===== src/rtl/spi_master_ctrl.sv =====
// spi_master_ctrl: single-byte SPI master for the spiMemory slave.
// Frame = {addr[6:0], rw} command byte then one data byte, MSB first.
// sclk idles low; the slave samples mosi on the sclk rising edge; the master
// captures miso on the last clk cycle of each DATA high half.
module spi_master_ctrl #(
  parameter int CLK_DIV        = 4,  // clk cycles per sclk half-period (>= 2)
  parameter int CS_IDLE_CYCLES = 8   // minimum cs-high cycles between frames (>= 1)
) (
  input  logic       clk,
  input  logic       reset,
  input  logic       req_valid,
  output logic       req_ready,
  input  logic       req_rw,
  input  logic [6:0] req_addr,
  input  logic [7:0] req_wdata,
  input  logic       abort,
  output logic       rsp_valid,
  output logic       rsp_aborted,
  output logic [7:0] rsp_rdata,
  output logic       busy,
  output logic       sclk,
  output logic       cs,
  output logic       mosi,
  input  logic       miso
);

  localparam logic [15:0] DIV_LAST = 16'(CLK_DIV - 1);
  localparam logic [15:0] GAP_LAST = 16'(CS_IDLE_CYCLES - 1);

  typedef enum logic [2:0] {
    IDLE,
    SETUP,
    CMD,
    DATA,
    FINISH,
    GAP
  } state_t;

  state_t      state;
  state_t      state_d;

  logic [15:0] cnt;      // clk cycles spent in the current phase / half
  logic        half;     // 0 = sclk low half, 1 = sclk high half
  logic [2:0]  bit_cnt;  // bit index within CMD or DATA
  logic [15:0] tx_sr;    // {command byte, write data}, MSB drives mosi
  logic [7:0]  rx_sr;    // miso capture, shifted in MSB first
  logic        rw_q;     // latched read/write flag of the frame in flight

  logic        active;
  logic        div_end;
  logic        gap_end;
  logic        bit_last;
  logic        accept;
  logic        aborting;
  logic        done;

  // Next-state decode, abort override and combinational pin drive.
  always_comb begin
    // NOTE: every signal written here gets a default first so no path infers a latch.
    state_d   = state;
    accept    = 1'b0;
    active    = (state == SETUP) || (state == CMD) || (state == DATA) || (state == FINISH);
    div_end   = (cnt == DIV_LAST);
    gap_end   = (cnt == GAP_LAST);
    bit_last  = half && div_end && (bit_cnt == 3'd7);
    aborting  = active && abort;

    case (state)
      IDLE: begin
        if (req_valid) begin
          accept  = 1'b1;
          state_d = SETUP;
        end
      end
      SETUP:   if (div_end)  state_d = CMD;
      CMD:     if (bit_last) state_d = DATA;
      DATA:    if (bit_last) state_d = FINISH;
      FINISH:  if (div_end)  state_d = GAP;
      GAP:     if (gap_end)  state_d = IDLE;
      default: state_d = IDLE;
    endcase

    // Abort beats any normal progression; IDLE and GAP are not active so it
    // is ignored there, which also makes a same-cycle accept win.
    if (aborting) state_d = GAP;

    done      = (state == FINISH) && div_end && !abort;

    req_ready = (state == IDLE);
    busy      = (state != IDLE);
    cs        = !active;
    sclk      = ((state == CMD) || (state == DATA)) && half;
    mosi      = 1'b0;
    if ((state == SETUP) || (state == CMD) || ((state == DATA) && !rw_q)) begin
      mosi = tx_sr[15];
    end
  end

  // State register, phase counters, shift registers and response outputs.
  always_ff @(posedge clk) begin
    // NOTE: non-blocking assignments only, so every register sees pre-edge values.
    if (reset) begin
      state       <= IDLE;
      cnt         <= 16'd0;
      half        <= 1'b0;
      bit_cnt     <= 3'd0;
      tx_sr       <= 16'd0;
      rx_sr       <= 8'd0;
      rw_q        <= 1'b0;
      rsp_valid   <= 1'b0;
      rsp_aborted <= 1'b0;
      rsp_rdata   <= 8'h00;
    end else begin
      state       <= state_d;
      rsp_valid   <= done || aborting;
      rsp_aborted <= aborting;
      if (done) rsp_rdata <= rw_q ? rx_sr : 8'h00;

      // Counters restart on every state change; CMD/DATA split into halves.
      if (state_d != state) begin
        cnt     <= 16'd0;
        half    <= 1'b0;
        bit_cnt <= 3'd0;
      end else if ((state == CMD) || (state == DATA)) begin
        if (div_end) begin
          cnt  <= 16'd0;
          half <= ~half;
          if (half) bit_cnt <= bit_cnt + 3'd1;
        end else begin
          cnt <= cnt + 16'd1;
        end
      end else if (state != IDLE) begin
        cnt <= cnt + 16'd1;
      end

      // Shift at the end of each high half so mosi moves on the first low-half cycle.
      if (accept) begin
        tx_sr <= {req_addr, req_rw, req_wdata};
        rw_q  <= req_rw;
        rx_sr <= 8'd0;
      end else if (((state == CMD) || (state == DATA)) && half && div_end) begin
        tx_sr <= {tx_sr[14:0], 1'b0};
      end

      // miso is captured just before sclk falls, giving the slave a full high half.
      if ((state == DATA) && half && div_end) begin
        rx_sr <= {rx_sr[6:0], miso};
      end
    end
  end

endmodule


===== config.mk =====
export PLATFORM = sky130hd
export DESIGN_NAME = spi_master_ctrl
export DESIGN_NICKNAME = d
export VERILOG_FILES = /design/src/rtl/spi_master_ctrl.sv
export SDC_FILE = /design/constraint.sdc
export NUM_CORES = 1
export LEC_CHECK = 0
export CORE_UTILIZATION = 40
export DETAILED_ROUTE_END_ITERATION = 16
export SLEW_MARGIN = 25
export SYNTH_ARGS = -nofsm -noshare
export SYNTH_HDL_FRONTEND = slang
export SYNTH_SLANG_ARGS = --single-unit

===== constraint.sdc =====
create_clock -name clk -period 2.3 [get_ports clk]
set_input_delay 0.46 -clock clk [delete_from_list [all_inputs] [get_ports clk]]
set_output_delay 0.46 -clock clk [all_outputs]
set_load 0.02 [all_outputs]

==> summary.txt <==
RSZ-0062 raised after global routing: false
Worst Clk Skew: 0.00694 ns
clock root buffer master: clkbuf_8
Synth Flop Type: dfxtp_1
hold crit path type: reg2reg
Tcrit/Tclk final: 93.6%
Pleak: 1.32 nW
Residual DRC: 0
top cells by area, synth: dfxtp_1 42%, mux2i_1 6.2%, a211oi_1 4.6%
Max Fclk: 464 MHz
fin. max-slew vios: 0
TritonCTS buffer count: 9
min Tclk post-route: 2.15 ns
Synth Area per Inst: 9.00 um2
Worst-path clk slew: 0.07 ns
CP Class: reg2out
EDFF count, synth: 0
pwr dens: 792 nW/um2
CP endpoint kind: output port
Max Cap Viol: 0
relative slew slack: 64.2%
startpoint types: register
grt ovf: 0
setup TNS: 0 ns
vias in the first global route: 2058
Worst EP required: 1.84 ns
initial antenna violation count: 0
Initial Util: 42.6%
top cell type by total area after synthesis: dfxtp_1
Synth cell types: 53
Area Growth Syn to Fin: 27.4%
die height: 85.1 um
Ys Warns: 0
Post-Syn Area: 2760 um2
largest net degree at the start of global routing: 29
layout cells sized above 1: 11.4%
Iter 0 DRT Violations: 94
Placer Congestion: 0.837
first-pass GRT wire length: 10.0 mm
final hold viol count: 0
Port Buf Inserts: 35
Seq/Total Area, Yosys: 42.0%
worst-path fanout max: 9
CTS Hold Buffers Added: 0
setup bufs post-CTS: 0
clk sinks: 58
worst slew pin tran: 0.531 ns
top cell type's share of synthesized area: 42.0%
Layout Cells excl Fill: 427
core area: 6490 um2
die area: 7250 um2
CP Data Arrival Time: 1.69 ns
Max VDD drop: 0.444 mV
Die Wd: 85.1 um
CTS tree: yes
placed cells: 411
CTS Buffer Depth: 2
Cell Area, Placed: 3230 um2
count of final setup violators: 0
Inserted Diodes: 0
row count: 29
via count: 2286
H-tree depth: 3
status: completed
post-DP HPWL: 4.06 mm
syn nets: 331
All-Layer GR Usage: 17.7%
Finished Cell Area: 3520 um2
Routed WL: 5.99 mm
worst hold margin: 0.473 ns
Clk Latency, worst-skew pair: 0.34 ns
cells after synthesis: 307
IO Count: 36
post-synthesis register bit count: 58
Nets: 369
vias per inst: 5.35
wire per inst: 14.0 um
final antenna-violating net count: 0
TritonRoute pass-1 iters: 4
share of synthesized registers carrying an async set or reset: 0%
-- registers in the layout (all words and copies together) (netlist names) --
signal and cells:
half 1, rsp_rdata 8, rx_sr 8, rsp_aborted 1
bit_cnt 3, rsp_valid 1, cnt 16, tx_sr 16
rw_q 1, state 3
-- routing by layer --
layer | global-route usage, % | part of all wire [%] | vias to the layer above
met3 | 6.03 | 5.0 | 10
li1 | - | - | 1178
met1 | 24.7 | 51 | 1052
met4 | 6.47 | 1.5 | 0
met2 | 25.4 | 43 | 46
met5 | 0 | 0 | -
-- critical path, stage by stage (launching register included) --
cell	delay [ns]
dfxtp_2	0.37
or3_4	0.43
clkdlybuf4s50_1	0.56
-- through the flow --
step           utilization [%]  power, W  worst slack, ns
2_1_floorplan                -   0.00137            0.421
4_1_cts                   54.1   0.00282           0.0125
3_5_place_dp              49.8   0.00152           0.0674
3_3_place_gp              49.8   0.00152           0.0870
5_1_grt                   54.2   0.00290           0.0174
6_report                  54.2   0.00279            0.146
-- path summary, 6_finish.rpt --
path	start	end	slack, ns	depth (start not counted)
worst min-delay path	rx_sr[1]$_SDFFE_PP0P_	rx_sr[2]$_SDFFE_PP0P_	0.47	2
worst max register to register	cnt[0]$_SDFFE_PP0P_	rsp_rdata[7]$_SDFFE_PP0P_	0.22	6
worst min register to register	rx_sr[1]$_SDFFE_PP0P_	rx_sr[2]$_SDFFE_PP0P_	0.47	2
worst max-delay path	state[1]$_SDFF_PP0_	busy	0.15	2
-- area by class of cell --
| type | instances | area (um2) |
|---|---|---|
| clock buffer | 10 | 138 |
| clock inverter | 6 | 138 |
| fill | 599 | 2970 |
| inverter | 3 | 11.3 |
| multi-input combinational | 222 | 1480 |
| sequential | 58 | 1160 |
| tap | 77 | 96.3 |
| timing repair buffer | 51 | 502 |
-- cells by family after synthesis --
family          after synthesis  share of synthesized area, %
compound gates               59                          14.8
xor+xnor                     16                          5.07
fa+ha+maj                     3                          1.36
buf+inv                      27                          5.02
flops                        58                          42.0
mux                          17                          6.16
simple gates                127                          25.5
-- Yosys cell counts, types with 2 or more instances --
master and number:
a31oi_1 2, nor4_4 2, clkbuf_1 14, a21oi_1 15
inv_1 2, a311oi_1 2, a22o_1 8, nand3_1 15
a211oi_1 17, o211ai_1 2, nor4bb_1 2, nor3_1 6
nor3b_1 8, and2_1 2, mux2i_1 17, nand4_1 5
nor2_1 31, xor2_1 12, and3_1 2, buf_2 5
ha_1 3, dfxtp_1 58, nand4b_1 2, o21ai_0 3
buf_4 2, nand2_1 33, nor2b_1 3, nand3b_1 2
xnor2_1 4, and4_1 2, nor4_1 4
-- cell usage in the layout, fill, tap and decap left out, types with 3 or more instances in the layout --
cell             instances
dfxtp_1                 57
nand2_1                 33
nor2_1                  31
clkdlybuf4s50_1         31
a211oi_1                17
mux2i_1                 17
a21oi_1                 15
nand3_1                 15
buf_4                   14
xor2_1                  12
clkbuf_8                10
nor3b_1                  8
a22o_1                   8
nor3_1                   6
nand4_1                  5
xnor2_1                  4
nor4_1                   4
bufinv_16                4
nor2b_1                  3
ha_1                     3
dlymetal6s2s_1           3
-- power by group --
| part | switching (W) | total, W | internal, W |
|---|---|---|---|
| Combinational | 0.000224 | 0.000416 | 0.000191 |
| Clock | 0.000423 | 0.00129 | 0.000862 |
| Sequential | 0.0000317 | 0.00109 | 0.00106 |
| Total | 0.000679 | 0.00279 | 0.00211 |
-- what timing repair did --
action                     CTS  global route
setup endpoints to repair    4             3
cloned                       0             0
resized for setup            3             4
Power figures use the tool's default switching activity.
